### src/rtl/rtc_mux_bus_seq_if.sv
// Bus bundle for rtc_mux_bus_seq: request/handshake signals to the
// control FSMs plus the multiplexed RTC bus strobes and data lines.
interface rtc_mux_bus_seq_if #(
  parameter int DW = 8,
  parameter int LW = 4
);
  logic          start;
  logic          rw;
  logic [DW-1:0] base_addr;
  logic [LW-1:0] len;
  logic [DW-1:0] wr_data;
  logic          wd_take;
  logic [DW-1:0] rd_data;
  logic          rd_valid;
  logic [LW-1:0] rd_idx;
  logic          busy;
  logic          done;
  logic          err;
  logic          CS_n;
  logic          AD_n;
  logic          WR_n;
  logic          RD_n;
  logic [DW-1:0] bus_out;
  logic          bus_oe;
  logic [DW-1:0] bus_in;

  modport master (
    output start, rw, base_addr, len, wr_data, bus_in,
    input  wd_take, rd_data, rd_valid, rd_idx, busy, done, err,
    input  CS_n, AD_n, WR_n, RD_n, bus_out, bus_oe
  );

  modport slave (
    input  start, rw, base_addr, len, wr_data, bus_in,
    output wd_take, rd_data, rd_valid, rd_idx, busy, done, err,
    output CS_n, AD_n, WR_n, RD_n, bus_out, bus_oe
  );
endinterface

### src/rtl/rtc_mux_bus_seq.sv
// Burst read/write sequencer for a multiplexed-address/data RTC bus.
// Ports: CLK, Reset (async, active high), bus (rtc_mux_bus_seq_if.slave).
// Optional macro RTC_WRVERIFY_EN: read back each written word, set err.
module rtc_mux_bus_seq #(
  parameter int DW   = 8,
  parameter int NREG = 9,
  parameter int LW   = 4,
  parameter int T_PH = 4
) (
  input logic             CLK,
  input logic             Reset,
  rtc_mux_bus_seq_if.slave bus
);

  localparam int PW = (T_PH > 1) ? $clog2(T_PH) : 1;

  localparam logic [3:0] IDLE   = 4'd0;
  localparam logic [3:0] A_SET  = 4'd1;
  localparam logic [3:0] A_STB  = 4'd2;
  localparam logic [3:0] A_HLD  = 4'd3;
  localparam logic [3:0] D_SET  = 4'd4;
  localparam logic [3:0] D_STB  = 4'd5;
  localparam logic [3:0] D_HLD  = 4'd6;
  localparam logic [3:0] CS_REL = 4'd7;
  localparam logic [3:0] FIN    = 4'd8;

  logic [3:0]    r_st;
  logic [PW-1:0] r_ph;
  logic          r_rw;
  logic [DW-1:0] r_addr;
  logic [LW-1:0] r_cnt;
  logic [LW-1:0] r_idx;
  logic [DW-1:0] r_wdat;
  logic [DW-1:0] r_rdat;
  logic          r_rdv;
  logic [LW-1:0] r_rdix;

  logic          w_last;
  logic          w_rd;
  logic          w_vfy;
  logic [LW-1:0] w_len;
  logic [LW-1:0] w_nidx;

  logic          w_cs, w_ad, w_wr, w_rdn, w_oe, w_take;
  logic [DW-1:0] w_out;

`ifdef RTC_WRVERIFY_EN
  logic r_vfy;
  logic r_err;
  assign w_vfy   = r_vfy;
  assign bus.err = r_err;
`else
  assign w_vfy   = 1'b0;
  assign bus.err = 1'b0;
`endif

  assign w_last = (r_ph == PW'(T_PH - 1));
  // verify passes behave exactly like reads on the bus
  assign w_rd   = !r_rw || w_vfy;
  assign w_len  = (bus.len > LW'(NREG)) ? LW'(NREG) : bus.len;
  assign w_nidx = r_idx + LW'(1);

  always_ff @(posedge CLK or posedge Reset) begin
    if (Reset) begin
      r_st   <= IDLE;
      r_ph   <= '0;
      r_rw   <= 1'b0;
      r_addr <= '0;
      r_cnt  <= '0;
      r_idx  <= '0;
      r_wdat <= '0;
      r_rdat <= '0;
      r_rdv  <= 1'b0;
      r_rdix <= '0;
`ifdef RTC_WRVERIFY_EN
      r_vfy  <= 1'b0;
      r_err  <= 1'b0;
`endif
    end else begin
      r_rdv <= 1'b0;
      unique case (r_st)
        IDLE: begin
          r_ph <= '0;
          if (bus.start) begin
            r_rw   <= bus.rw;
            r_addr <= bus.base_addr;
            r_cnt  <= w_len;
            r_idx  <= '0;
            r_st   <= (w_len == '0) ? FIN : A_SET;
`ifdef RTC_WRVERIFY_EN
            r_vfy  <= 1'b0;
            r_err  <= 1'b0;
`endif
          end
        end
        FIN: r_st <= IDLE;
        default: begin
          r_ph <= w_last ? '0 : r_ph + PW'(1);
          if (r_st == D_SET && r_ph == '0 && !w_rd)
            r_wdat <= bus.wr_data;
          if (r_st == D_STB && w_last && w_rd) begin
`ifdef RTC_WRVERIFY_EN
            if (r_vfy) begin
              if (bus.bus_in != r_wdat)
                r_err <= 1'b1;
            end else begin
              r_rdat <= bus.bus_in;
              r_rdv  <= 1'b1;
              r_rdix <= r_idx;
            end
`else
            r_rdat <= bus.bus_in;
            r_rdv  <= 1'b1;
            r_rdix <= r_idx;
`endif
          end
          if (w_last) begin
            unique case (r_st)
              A_SET:  r_st <= A_STB;
              A_STB:  r_st <= A_HLD;
              A_HLD:  r_st <= D_SET;
              D_SET:  r_st <= D_STB;
              D_STB:  r_st <= D_HLD;
              D_HLD: begin
`ifdef RTC_WRVERIFY_EN
                if (r_rw && !r_vfy) begin
                  r_vfy <= 1'b1;
                  r_st  <= A_SET;
                end else begin
                  r_vfy  <= 1'b0;
                  r_idx  <= w_nidx;
                  r_addr <= r_addr + DW'(1);
                  r_st   <= (w_nidx == r_cnt) ? CS_REL : A_SET;
                end
`else
                r_idx  <= w_nidx;
                r_addr <= r_addr + DW'(1);
                r_st   <= (w_nidx == r_cnt) ? CS_REL : A_SET;
`endif
              end
              CS_REL: r_st <= FIN;
              default: r_st <= IDLE;
            endcase
          end
        end
      endcase
    end
  end

  always_comb begin
    w_cs   = 1'b1;
    w_ad   = 1'b1;
    w_wr   = 1'b1;
    w_rdn  = 1'b1;
    w_oe   = 1'b0;
    w_out  = '0;
    w_take = 1'b0;
    unique case (r_st)
      A_SET, A_STB, A_HLD: begin
        w_cs  = 1'b0;
        w_ad  = 1'b0;
        w_oe  = 1'b1;
        w_out = r_addr;
        w_wr  = (r_st != A_STB);
      end
      D_SET: begin
        w_cs = 1'b0;
        if (!w_rd) begin
          w_oe   = 1'b1;
          w_take = (r_ph == '0);
          // first cycle forwards wr_data while it is being captured
          w_out  = w_take ? bus.wr_data : r_wdat;
        end
      end
      D_STB: begin
        w_cs = 1'b0;
        if (!w_rd) begin
          w_wr  = 1'b0;
          w_oe  = 1'b1;
          w_out = r_wdat;
        end else begin
          w_rdn = 1'b0;
        end
      end
      D_HLD: w_cs = 1'b0;
      default: ;
    endcase
  end

  assign bus.CS_n     = w_cs;
  assign bus.AD_n     = w_ad;
  assign bus.WR_n     = w_wr;
  assign bus.RD_n     = w_rdn;
  assign bus.bus_oe   = w_oe;
  assign bus.bus_out  = w_out;
  assign bus.wd_take  = w_take;
  assign bus.rd_data  = r_rdat;
  assign bus.rd_valid = r_rdv;
  assign bus.rd_idx   = r_rdix;
  assign bus.done     = (r_st == FIN);
  assign bus.busy     = (r_st != IDLE) && (r_st != FIN);

endmodule

### src/flat_wrapper.sv
// flat-port wrapper written by rule: the top's interface ports become plain ports
module rtc_mux_bus_seq_flat 
#(
  parameter int DW   = 8,
  parameter int NREG = 9,
  parameter int LW   = 4,
  parameter int T_PH = 4
)
  (CLK, Reset, bus_start, bus_rw, bus_base_addr, bus_len, bus_wr_data, bus_bus_in, bus_wd_take, bus_rd_data, bus_rd_valid, bus_rd_idx, bus_busy, bus_done, bus_err, bus_CS_n, bus_AD_n, bus_WR_n, bus_RD_n, bus_bus_out, bus_bus_oe);
  rtc_mux_bus_seq_if #(.DW(DW), .LW(LW)) bus_i ();
  input logic CLK;
  input logic Reset;
  input wire logic [$bits(bus_i.start)-1:0] bus_start;
  input wire logic [$bits(bus_i.rw)-1:0] bus_rw;
  input wire logic [$bits(bus_i.base_addr)-1:0] bus_base_addr;
  input wire logic [$bits(bus_i.len)-1:0] bus_len;
  input wire logic [$bits(bus_i.wr_data)-1:0] bus_wr_data;
  input wire logic [$bits(bus_i.bus_in)-1:0] bus_bus_in;
  output wire logic [$bits(bus_i.wd_take)-1:0] bus_wd_take;
  output wire logic [$bits(bus_i.rd_data)-1:0] bus_rd_data;
  output wire logic [$bits(bus_i.rd_valid)-1:0] bus_rd_valid;
  output wire logic [$bits(bus_i.rd_idx)-1:0] bus_rd_idx;
  output wire logic [$bits(bus_i.busy)-1:0] bus_busy;
  output wire logic [$bits(bus_i.done)-1:0] bus_done;
  output wire logic [$bits(bus_i.err)-1:0] bus_err;
  output wire logic [$bits(bus_i.CS_n)-1:0] bus_CS_n;
  output wire logic [$bits(bus_i.AD_n)-1:0] bus_AD_n;
  output wire logic [$bits(bus_i.WR_n)-1:0] bus_WR_n;
  output wire logic [$bits(bus_i.RD_n)-1:0] bus_RD_n;
  output wire logic [$bits(bus_i.bus_out)-1:0] bus_bus_out;
  output wire logic [$bits(bus_i.bus_oe)-1:0] bus_bus_oe;
  assign bus_i.start = bus_start;
  assign bus_i.rw = bus_rw;
  assign bus_i.base_addr = bus_base_addr;
  assign bus_i.len = bus_len;
  assign bus_i.wr_data = bus_wr_data;
  assign bus_i.bus_in = bus_bus_in;
  assign bus_wd_take = bus_i.wd_take;
  assign bus_rd_data = bus_i.rd_data;
  assign bus_rd_valid = bus_i.rd_valid;
  assign bus_rd_idx = bus_i.rd_idx;
  assign bus_busy = bus_i.busy;
  assign bus_done = bus_i.done;
  assign bus_err = bus_i.err;
  assign bus_CS_n = bus_i.CS_n;
  assign bus_AD_n = bus_i.AD_n;
  assign bus_WR_n = bus_i.WR_n;
  assign bus_RD_n = bus_i.RD_n;
  assign bus_bus_out = bus_i.bus_out;
  assign bus_bus_oe = bus_i.bus_oe;
  rtc_mux_bus_seq #(.DW(DW), .NREG(NREG), .LW(LW), .T_PH(T_PH)) u_core (.CLK(CLK), .Reset(Reset), .bus(bus_i));
endmodule
### config.mk
export PLATFORM = sky130hd
export DESIGN_NAME = rtc_mux_bus_seq_flat
export DESIGN_NICKNAME = d
export VERILOG_FILES = /design/src/rtl/rtc_mux_bus_seq_if.sv /design/src/rtl/rtc_mux_bus_seq.sv /design/src/flat_wrapper.sv
export SDC_FILE = /design/constraint.sdc
export NUM_CORES = 1
export LEC_CHECK = 0
export ABC_AREA = 0
export ABC_CLOCK_PERIOD_IN_PS = 2100
export BUFFER_PORTS_ARGS = -buffer_cell sky130_fd_sc_hd__buf_2
export CORE_ASPECT_RATIO = 0.7
export CORE_MARGIN = 8
export CORE_UTILIZATION = 53
export DETAILED_ROUTE_END_ITERATION = 16
export GPL_TIMING_DRIVEN = 0
export PLACE_DENSITY = 0.8
export SETUP_SLACK_MARGIN = 0.2
export SLEW_MARGIN = 20
export SYNTH_ARGS = -nofsm -noshare
export SYNTH_HDL_FRONTEND = slang
export SYNTH_SLANG_ARGS = --single-unit
### constraint.sdc
create_clock -name CLK -period 2.1 [get_ports CLK]
set_clock_uncertainty 0.2 [all_clocks]
set_input_delay 0.315 -clock CLK [delete_from_list [all_inputs] [get_ports CLK]]
set_output_delay 0.315 -clock CLK [all_outputs]
set_load 0.1 [all_outputs]
# Word level (Yosys, flattened, before mapping)
# Cells that the tools add are included.
dict set report classes {
  add_sub_neg 3
  n_lt_le_gt_ge 1
  n_eq_ne 13
  mux 32
  bitwise_logic 2
  reduce_logical 22
}
# operator n
set ops {}
lappend ops {{8-bit 2-to-1 mux} 6}
lappend ops {{4-bit 2-to-1 mux} 7}
lappend ops {{4-bit case mux with 7 select lines} 1}
lappend ops {{8-bit case mux with 3 select lines} 1}
lappend ops {{4-bit by 3-bit equality test with 1-bit output (second input constant)} 4}
lappend ops {{4-bit case mux with 2 select lines} 2}
lappend ops {{8-bit case mux with 2 select lines} 1}
lappend ops {{1-bit 2-to-1 mux} 9}
lappend ops {{8-bit by 1-bit adder with 8-bit output (second input constant)} 1}
lappend ops {{4-bit by 2-bit equality test with 1-bit output (second input constant)} 2}
lappend ops {{4-bit zero test} 2}
lappend ops {{2-bit AND reduction} 4}
lappend ops {{6-bit OR reduction} 1}
lappend ops {{1-bit logical AND} 5}
lappend ops {{4-bit by 1-bit adder with 4-bit output (second input constant)} 1}
lappend ops {{4-bit by 1-bit equality test with 1-bit output (second input constant)} 1}
lappend ops {{4-bit equality test} 1}
lappend ops {{4-bit equality test (second input constant)} 1}
lappend ops {{4-bit > comparator (second input constant)} 1}
lappend ops {{4-bit by 2-bit inequality test with 1-bit output (second input constant)} 1}
lappend ops {{4-bit inequality test (second input constant)} 1}
lappend ops {{1-bit case mux with 2 select lines} 2}
lappend ops {{2-bit case mux with 2 select lines} 1}
lappend ops {{4-bit AND reduction} 1}
lappend ops {{other kinds (13)} 16}
dict set report word_totals {
  register_bits 44
  inputBits 32
}

# Depth between registers and ports, before layout
# Gate-level depths: netlist of run 1.
dict set report depth {
  depth_word 6
  ltp_mapped 6
  ltp_nobuf 5
}

# Worst setup path after synthesis of run 1
# Ideal clock, no wire load.
dict set report synth_timing {
  path_kind {register -> output}
  start {reg u_core.r_ph[0]}
  end {out bus_bus_out[5]}
  t_arrival_ns 3.364
  t_required_ns 1.585
  setup_slack_ns -1.779
  stages_incl_launch_ff 6
  n_path_buf 0
  path_cell_list {dfrtp_1 -> inv_1 -> ha_1 -> a2111oi_4 -> a22oi_1 -> o21ai_0}
}
dict set report synth_via {
  elab_chain_cells 4
}
# element line_no
set synth_lines {}
lappend synth_lines {{start: declaration} rtc_mux_bus_seq.sv:28} ;# logic [PW-1:0] r_ph;
lappend synth_lines {{start signal: assignment} rtc_mux_bus_seq.sv:98} ;# r_ph <= w_last ? '0 : r_ph + PW'(1);
lappend synth_lines {{2-bit zero test} rtc_mux_bus_seq.sv:170} ;# w_take = (r_ph == '0);
lappend synth_lines {{8-bit 2-to-1 mux} rtc_mux_bus_seq.sv:172} ;# w_out = w_take ? bus.wr_data : r_wdat;
lappend synth_lines {{8-bit 2-to-1 mux} rtc_mux_bus_seq.sv:168} ;# if (!w_rd) begin
lappend synth_lines {{8-bit case mux with 3 select lines} rtc_mux_bus_seq.sv:158} ;# unique case (r_st)
lappend synth_lines {{end: declaration} flat_wrapper.sv:30} ;# output wire logic [$bits(bus_i.bus_out)-1:0] bus_bus_out;
# No other way between the ends.

# Final worst setup path of run 1
dict set report layout_timing {
  start {reg u_core.r_st[0]}
  end {out bus_bus_out[7]}
}
dict set report layout_via {
  elab_chain_cells 3
}
# element line_no
set layout_lines {}
lappend layout_lines {{start: declaration} rtc_mux_bus_seq.sv:27} ;# logic [3:0] r_st;
lappend layout_lines {{start signal: assignment} rtc_mux_bus_seq.sv:89} ;# r_st <= (w_len == '0) ? FIN : A_SET;
lappend layout_lines {{start signal: assignment} rtc_mux_bus_seq.sv:138} ;# r_st <= (w_nidx == r_cnt) ? CS_REL : A_SET;
lappend layout_lines {{4-bit by 1-bit equality test with 1-bit output or 4-bit by 2-bit equality test with 1-bit output (tied branches)} rtc_mux_bus_seq.sv:158}
lappend layout_lines {{3-bit OR reduction} rtc_mux_bus_seq.sv:158}
lappend layout_lines {{8-bit case mux with 3 select lines (*)} rtc_mux_bus_seq.sv:158}
# Mark *: on every way between the ends. The rest lies on a longest branch, timed or not.

==> results.md, run 1 <==
* Outcome: finished with violations
* Failing checks: setup timing
* GRT busiest layer: met2
* Share of cells above drive strength 1 at 0.585
* Post-Place Worst Slack at -0.487 ns
* Hpwl dp at 4460 um
* Worst-path clk slew at 0.09 ns
* Startpoint Class: register
* Final WS setup at -0.460 ns
* Grt met3 use at 0.0443
* Final ANT Viol Nets at 0
* Global Route met1 Usage at 0.302
* Core Area at 0.00435 mm^2
* Cts bufs inserted at 5
* Synth Area in Adders at 0.0209
* Synth warnings at 0
* Multiplexer share of the synthesized area at 0.112
* Placed cell area at 0.00297 mm^2
* Top-count cell post-synth: dfrtp_1
* CP required at 1.58 ns
* Sink Count at 44
* GPL Wtd Cong at 0.894
* Final Hold Violating Endpoints at 0
* Syn_area_per_cell at 9.95 um^2
* Reg2Reg Launch Point: u_core.r_st[0]
* Overall Global Routing Usage at 0.234
* Dominant cells by area after synthesis: dfrtp_1 (46%), mux2_1 (5.6%), mux2_2 (4.7%), nand2_1 (4.5%), o21ai_0 (2.7%)
* Xor and xnor fraction of the mapped netlist area at 0.0256
* Max-cap violations at 0
* Initial antenna violation count at 0
* WL/cell at 26.5 um
* Number of synthesized register bits at 44
* Largest net degree at the start of global routing at 24
* GRT met2 Usage at 0.378
* Share of the synthesized area in the top cell type at 0.459
* Async set or reset register ratio after synthesis at 1.00
* CP Max Fanout at 8
* Die Footprint at 0.00697 mm^2
* Vias in the first global route at 2423
* Post-synth EDFFs at 0
* Hold path start: bus_bus_in[3]
* Most common flop cell mapped by yosys: dfrtp_1
* Maximum clock frequency at 0.391 GHz
* Clk root buf: clkbuf_8
* CP Capture Type: primary output
* Detailed-route via count at 2732
* CTS H-tree depth at 2
* Min-Delay Path Class: in2reg
* Starting Density at 0.551
* Post-synth top area cell: dfrtp_1
* IO Pins at 62
* Clock Path Buffers at 2
* Area Overhead vs Synth at 69.0%
* Slew HR at 0.636
* Footprint of the multi-input gates at 0.00159 mm^2
* Largest family of logic cells by synthesized area: simple AND/OR/NAND/NOR gates
* Final setup fails at 17
* Period utilisation layout at 1.22
* Synthesized Nets at 277
* First DRT Iteration DRCs at 291
* Fillers at 131
* Routed Wire Length at 10800 um
* Worst setup path startpoint: u_core.r_st[0]
* Die Ht at 72.3 um
* GR Overflow Total at 0
* Fin. max-slew vios at 0
* First-pass GRT wire length at 12700 um
* Slew at the pin closest to its max-slew limit at 0.546 ns
* RSZ-0062 raised after global routing: yes
* Std cell rows at 20
* Design area at 0.00405 mm^2
* Vias per inst at 6.68
* Post-synth cell types at 52
* Synth Area in Compound Gates at 0.159
* Die X-Extent at 96.4 um
* I/O Buffers at 60
* Critical path class: reg2out
* Nets at 389
* Crit path DAT at 2.05 ns
* Worst-Skew Late Latency at 0.33 ns
* Final min period at 2.56 ns
* Synth Area in Simple Gates at 0.177
* Iteration count of the initial detailed-routing pass at 5
* FF/Latch Area at 0.00110 mm^2
* Synth top cells by count: dfrtp_1 (44), nand2_1 (29), nor2_1 (14), o21ai_0 (13), mux2_1 (12)
* Number of inserted diodes at 0
* Synthesized area at 0.00240 mm^2
* Post-route DRC at 0
* Sequential fraction of the synthesis area at 0.459
* CTS tree: done
* Syn Inst Count at 241
==> cell type report <==
type                    count  share of cell area
well taps                  55              0.0170
plain buffers              12              0.0389
repair buffers            104               0.242
clock inverters             1             0.00185
flip-flops and latches     44               0.273
inverters                  10              0.0136
multi-input cells         176               0.393
clock buffers               7              0.0213
==> state kept, by name, indices dropped and copies added, names as in the netlist, 2 cells and up <==
name / count
u_core.r_addr: 8
u_core.bus.rd_idx: 4
u_core.r_ph: 2
u_core.bus.rd_data: 8
u_core.r_st: 4
u_core.r_cnt: 4
u_core.r_idx: 4
u_core.r_wdat: 8
==> worst max-delay path, cell delays in order, from the launching register on <==
cell and delay (ns):
dfrtp_2 0.43, buf_8 0.15, inv_8 0.04, a2111oi_4 0.37
buf_6 0.21, a22oi_2 0.11, o21ai_4 0.21, buf_12 0.20
==> per-stage QoR <==
stage	hold slack (ns)	setup TNS (ns)	utilization	cells
after floorplan	0.247	-1.91	-	241
after global placement	0.269	-5.71	0.675	356
after detailed placement	0.181	-3.76	0.681	357
after CTS	0.0207	-2.53	0.838	386
after global routing	0.0299	-6.21	0.931	409
final	0.0301	-5.71	0.931	409
==> kinds of logic after synthesis <==
family / after synthesis
AO/OA/AOI/OAI: 58
buffers and inverters: 22
other: 1
AND/OR/NAND/NOR: 81
XOR/XNOR: 7
multiplexers: 24
flip-flops: 44
adder cells (fa/ha/maj): 4
==> worst paths after layout <==
| kind | slack [ns] | end | cells after the start |
|---|---|---|---|
| hold / removal | 0.03 | u_core.bus.rd_data[3] | 2 |
| min in group asynchronous | 0.37 | u_core.r_addr[0] | 3 |
| hold reg to reg | 0.31 | u_core.bus.rd_data[6] | 1 |
| max in group asynchronous | 0.81 | u_core.bus.rd_data[5] | 4 |
| setup reg to reg | -0.43 | u_core.r_st[0] | 10 |
| setup / recovery | -0.46 | bus_bus_out[7] | 7 |
==> metal layers <==
| layer | share of wire | wire, um |
|---|---|---|
| met2 | 0.47 | 5050 |
| met5 | 0 | 0 |
| met4 | 0.056 | 612 |
| met3 | 0.12 | 1330 |
| met1 | 0.36 | 3850 |
==> layout by cell type (no fill, tap or decap), types with 8 or more instances in the layout <==
cell     count
nor2_1       9
buf_2       44
buf_4       23
mux2_2       9
o21ai_4      9
mux2_4      13
a21oi_1      8
buf_12      18
o21ai_0      9
buf_6       24
dfrtp_1     41
nand2_1     22
==> what timing repair did <==
action,in CTS,in global routing
endpoints found under the hold margin,21,0
setup buffers,19,21
cloned,1,2
hold buffers,1,0
setup endpoints to repair,40,49
gates resized for setup,111,64
pin swaps,17,29
Power of run 1 is left out: the tool's default activity adds up to more than one toggle a clock period on the data nets, which glitch-free logic cannot reach.
==> run 2, diff against run 1 <==
ABC_AREA = 1   (was 0)
==> run 2 against run 1 <==
The run ends with hold timing, setup timing left. Largest cell class unchanged. Flip-flop and latch count stayed put. Register-to-register slack better by 0.20 ns. Synthesized area is 1.7% higher. Synthesized cell count increased by 38%. Global-route usage is 0.61 points higher. Highest routed layer unchanged. Non-clock buffer count rose by 14. Wire length rose by 32%.
==> results.md, run 2 <==
* Outcome: finished with violations
* Failing checks: hold timing, setup timing
* First-pass GRT wire length at 13600 um
* Post-synth top area cell: dfrtp_1
* CP required at 1.58 ns
* Dominant cells by area after synthesis: dfrtp_1 (45%), nand2_1 (18%), o21ai_0 (7.8%), inv_1 (7.4%), nand3_1 (4.1%)
* Number of inserted diodes at 0
* WL/cell at 27.6 um
* Fillers at 88
* GR Overflow Total at 0
* Final Hold Violating Endpoints at 1
* Starting Density at 0.557
* Top-count cell post-synth: nand2_1
* Cts bufs inserted at 5
* Post-route DRC at 0
* Vias in the first global route at 2722
* Post-synth cell types at 32
* Std cell rows at 20
* M1 wire length at 4510 um
* Min-Delay Path Class: in2reg
* Maximum clock frequency at 0.388 GHz
* Die X-Extent at 97.1 um
* Synth warnings at 0
* CTS H-tree depth at 2
* Most common flop cell mapped by yosys: dfrtp_1
* Sequential fraction of the synthesis area at 0.451
* TNS Setup at -6.35 ns
* Hpwl dp at 5120 um
* Die Footprint at 0.00707 mm^2
* Sink Count at 44
* Commonest cells after routing, fill and taps aside: nand2_1 (95), buf_2 (45), dfrtp_1 (41)
* Overall Global Routing Usage at 0.240
* First DRT Iteration DRCs at 650
* Detailed-route via count at 3570
* Crit-path cells: inv_2 > nand2_4 > nor2_4 > o21ai_2 > o22ai_1 > nand2_1 > o21ai_4 > buf_12
* Startpoint Class: register
* Commonest non-fill, non-tap cell in the layout: nand2_1
* Design area at 0.00423 mm^2
* Clk root buf: clkbuf_8
* Syn_area_per_cell at 7.35 um^2
* Period utilisation layout at 1.23
* Fin. max-slew vios at 0
* CP Max Fanout at 7
* Post-route non-filler standard cell count at 520
* Largest delay contributor family on the critical path: compound AO/OA/AOI/OAI gates
* Core Area at 0.00438 mm^2
* Routed Wire Length at 14300 um
* Synthesized area at 0.00244 mm^2
* Dpl cells at 448
* Final WS setup at -0.477 ns
* Share of the synthesized area in the top cell type at 0.451
* Uppermost layer routed: met4
* Clock Path Buffers at 2
* Post-synth EDFFs at 0
* CP Capture Type: primary output
* Placed cell area at 0.00299 mm^2
* Vias per inst at 6.87
* Max-cap violations at 0
* Synthesized Nets at 368
* IO Pins at 62
* Synth top cells by count: nand2_1 (115), inv_1 (48), dfrtp_1 (44), o21ai_0 (38), nand3_1 (20)
* Critical path's slowest cell: dfrtp_1
* Nets at 500
* Async set or reset register ratio after synthesis at 1.00
* Number of synthesized register bits at 44
* Worst-path clk slew at 0.11 ns
* Largest net degree at the start of global routing at 33
* Critical path class: reg2out
* Final setup fails at 27
* Largest stage delay, worst path at 0.45 ns
* Die Ht at 72.8 um
* CTS tree: done
* Worst-Skew Late Latency at 0.34 ns
* Area Overhead vs Synth at 73.5%
* Share of cells above drive strength 1 at 0.454
* Iteration count of the initial detailed-routing pass at 8
* Crit path DAT at 2.06 ns
* RSZ-0062 raised after global routing: yes
* Met3 wire length at 2190 um
* I/O Buffers at 60
* Min Hold Slack at -0.00169 ns
* Final ANT Viol Nets at 0
* Final min period at 2.58 ns
* Met2 routed WL at 6160 um
* Initial antenna violation count at 0
* Syn Inst Count at 332
* WP buf/inv at 2
* GPL Wtd Cong at 0.900
-- run 2: changes by cell type after synthesis, moves of 10 or more --
| cell | previous run | this run |
|---|---|---|
| mux2_2 | 10 | 0 |
| inv_1 | 8 | 48 |
| nand2_1 | 29 | 115 |
| mux2_1 | 12 | 0 |
| nand3_1 | 8 | 20 |
| o21ai_0 | 13 | 38 |
-- run 2: metal layers --
metal / vias up / GRT usage
met5: - / 0
met4: 0 / 0.134
met3: 161 / 0.0785
met2: 466 / 0.406
met1: 1625 / 0.265
li1: 1318 / -
-- run 2: timing repair --
item / 4_1_cts / 5_1_grt
hold buffers: 3 / 0
pin swaps: 13 / 20
buffers inserted: 21 / 37
hold endpoints to repair: 14 / 0
gates resized for setup: 72 / 107
endpoints found under the setup margin: 25 / 43
gates cloned: 0 / 3
-- run 2: layout make-up --
class | instances | area (um^2) | share of cell area
flip-flops and latches | 44 | 1100 | 0.261
repair buffers | 124 | 1130 | 0.268
inverters | 51 | 229 | 0.0541
clock inverters | 2 | 38.8 | 0.00916
clock buffers | 6 | 82.6 | 0.0195
multi-input cells | 231 | 1500 | 0.353
plain buffers | 6 | 67.6 | 0.0160
well taps | 55 | 68.8 | 0.0163
repair inverters | 1 | 11.3 | 0.00266
-- run 2: worst paths after layout --
check	from	end	slack, ns	cells past startpoint
setup / recovery	u_core.r_st[3]	bus_bus_out[6]	-0.48	8
hold / removal	bus_bus_in[6]	u_core.bus.rd_data[6]	-0.002	3
hold reg to reg	u_core.bus.rd_data[5]	u_core.bus.rd_data[5]	0.30	2
setup reg to reg	u_core.r_st[0]	u_core.r_addr[7]	-0.23	14
min in group asynchronous	Reset	u_core.r_st[3]	0.28	3
max in group asynchronous	Reset	u_core.r_st[1]	0.88	4
-- run 2: worst reg2reg max path: stages, from the launching register on --
cell	delay [ns]
dfrtp_2	0.51
buf_6	0.16
buf_6	0.11
buf_6	0.12
inv_6	0.07
nand2_4	0.06
nor2_4	0.15
buf_6	0.14
nand2_8	0.06
nand2_8	0.10
nand2_8	0.09
buf_6	0.15
nor2_1	0.13
nand2_1	0.12
nand2_1	0.08
-- run 2: kinds of logic after synthesis --
group,synth area share
adder cells (fa/ha/maj),0.0205
buffers and inverters,0.0995
AND/OR/NAND/NOR,0.297
flip-flops,0.451
XOR/XNOR,0.00718
other,0.00154
AO/OA/AOI/OAI,0.123
-- run 2: per-stage QoR --
stage	hold WS [ns]	utilization	worst slack [ns]
2_1_floorplan	0.225	-	-0.679
3_3_place_gp	0.258	0.679	-0.322
3_5_place_dp	0.0938	0.684	-0.337
4_1_cts	0.000965	0.815	-0.196
5_1_grt	0.0198	0.967	-0.495
6_report	-0.00169	0.967	-0.477
Power of run 2 is left out for the same reason.
==> run 3, diff against run 2 <==
PLACE_DENSITY = default   (was 0.8)
PLACE_DENSITY_LB_ADDON = 0.08   (was default)
SETUP_SLACK_MARGIN = default   (was 0.2)
==> run 3 against run 2 <==
Highest routed layer unchanged. Non-clock buffer count shrank 43. Sequential share of layout area grew 5.3 points. Hold slack gained 0.016 ns. The run ends with setup timing left. Largest cell class unchanged. Maximum frequency grew 9.7%. Final area shrank 17%. Critical path depth is the same. Flip-flop and latch count is the same. Via count shrank 26%.
==> results.md, run 3 (synthesis gave the netlist of run 2 again) <==
* Outcome: finished with violations
* Failing checks: setup timing
* Largest net degree at the start of global routing at 35
* Clock Path Buffers at 2
* Overall Global Routing Usage at 0.214
* CTS H-tree depth at 2
* Area Overhead vs Synth at 44.4%
* Nets at 456
* CTS tree: done
* Final ANT Viol Nets at 0
* Global Route met1 Usage at 0.266
* Crit path DAT at 1.84 ns
* GR Overflow Total at 0
* WL/cell at 17.0 um
* RSZ-0062 raised after global routing: yes
* Worst-path clk slew at 0.08 ns
* Number of inserted diodes at 0
* Post-Place Worst Slack at -0.322 ns
* Core Area at 0.00438 mm^2
* GRT busiest layer: met2
* Cts bufs inserted at 5
* Grt met3 use at 0.0520
* CP required at 1.58 ns
* Clk root buf: clkbuf_8
* Final min period at 2.35 ns
* Sink Count at 44
* Starting Density at 0.557
* Std cell rows at 20
* GRT met2 Usage at 0.350
* Worst-Skew Late Latency at 0.30 ns
* Startpoint Class: register
* TNS Setup at -2.23 ns
* Die Ht at 72.8 um
* Fin. max-slew vios at 0
* Vias in the first global route at 2451
* Maximum clock frequency at 0.425 GHz
* Min-Delay Path Class: in2reg
* Vias per inst at 5.57
* Critical path class: reg2out
* First DRT Iteration DRCs at 217
* Final Hold Violating Endpoints at 0
* Routed Wire Length at 8100 um
* First-pass GRT wire length at 12200 um
* Commonest cells after routing, fill and taps aside: nand2_1 (108), buf_2 (46), inv_1 (43)
* Commonest non-fill, non-tap cell in the layout: nand2_1
* CP Max Fanout at 7
* Detailed-route via count at 2652
* Period utilisation layout at 1.12
* Max-cap violations at 0
* Design area at 0.00352 mm^2
* Final WS setup at -0.250 ns
* Post-route DRC at 0
* Placed cell area at 0.00297 mm^2
* CP Capture Type: primary output
* Die Footprint at 0.00707 mm^2
* Initial antenna violation count at 0
* Fillers at 277
* Hpwl dp at 5090 um
* Iteration count of the initial detailed-routing pass at 5
* Min Hold Slack at 0.0142 ns
* Final setup fails at 12
* GPL Wtd Cong at 0.887
* IO Pins at 62
* Die X-Extent at 97.1 um
* I/O Buffers at 60
* Share of cells above drive strength 1 at 0.342
## run 3: critical path: stages, from the launching register on
cell     delay [ns]
dfrtp_1        0.43
inv_2          0.11
nand2_4        0.08
nor2_4         0.20
o21ai_4        0.15
o21ai_1        0.16
nand2_1        0.12
o21ai_4        0.10
buf_12         0.19
## run 3: area by class of cell
class                      count  area [um^2]  share of cell area
multi-input combinational    231         1330               0.377
tap                           55         68.8              0.0195
clock inverter                 1         7.51             0.00213
sequential                    44         1110               0.314
timing repair buffer          82          684               0.194
inverter                      51          200              0.0568
buffer                         5         42.5              0.0121
clock buffer                   7         86.3              0.0245
## run 3: final timing paths
path,slack (ns),cells after the start,end,from
max in group asynchronous,0.95,4,u_core.r_rw,Reset
setup / recovery,-0.25,8,bus_bus_out[7],u_core.r_st[3]
setup reg to reg,0.06,10,u_core.r_addr[6],u_core.r_st[0]
hold / removal,0.01,3,u_core.bus.rd_data[3],bus_bus_in[3]
hold reg to reg,0.28,2,u_core.bus.rd_data[3],u_core.bus.rd_data[3]
min in group asynchronous,0.29,3,u_core.r_ph[0],Reset
## run 3: timing repair
item / CTS / global route
endpoints found under the setup margin: 15 / 14
resized for setup: 59 / 18
hold buffers: 1 / 0
setup buffers: 15 / 5
pin swaps: 8 / 7
hold endpoints to repair: 10 / 0
## run 3: metal layers
metal / vias up / wire length [um]
li1: 1229 / -
met1: 1232 / 3270
met2: 157 / 3870
met3: 34 / 634
met4: 0 / 316
met5: - / 0
## run 3: through the flow
stage	utilization	cells
final	0.805	476
after global routing	0.805	476
after CTS	0.778	471
after floorplan	-	332
after global placement	0.674	447
after detailed placement	0.678	448
Power of run 3 is left out for the same reason.
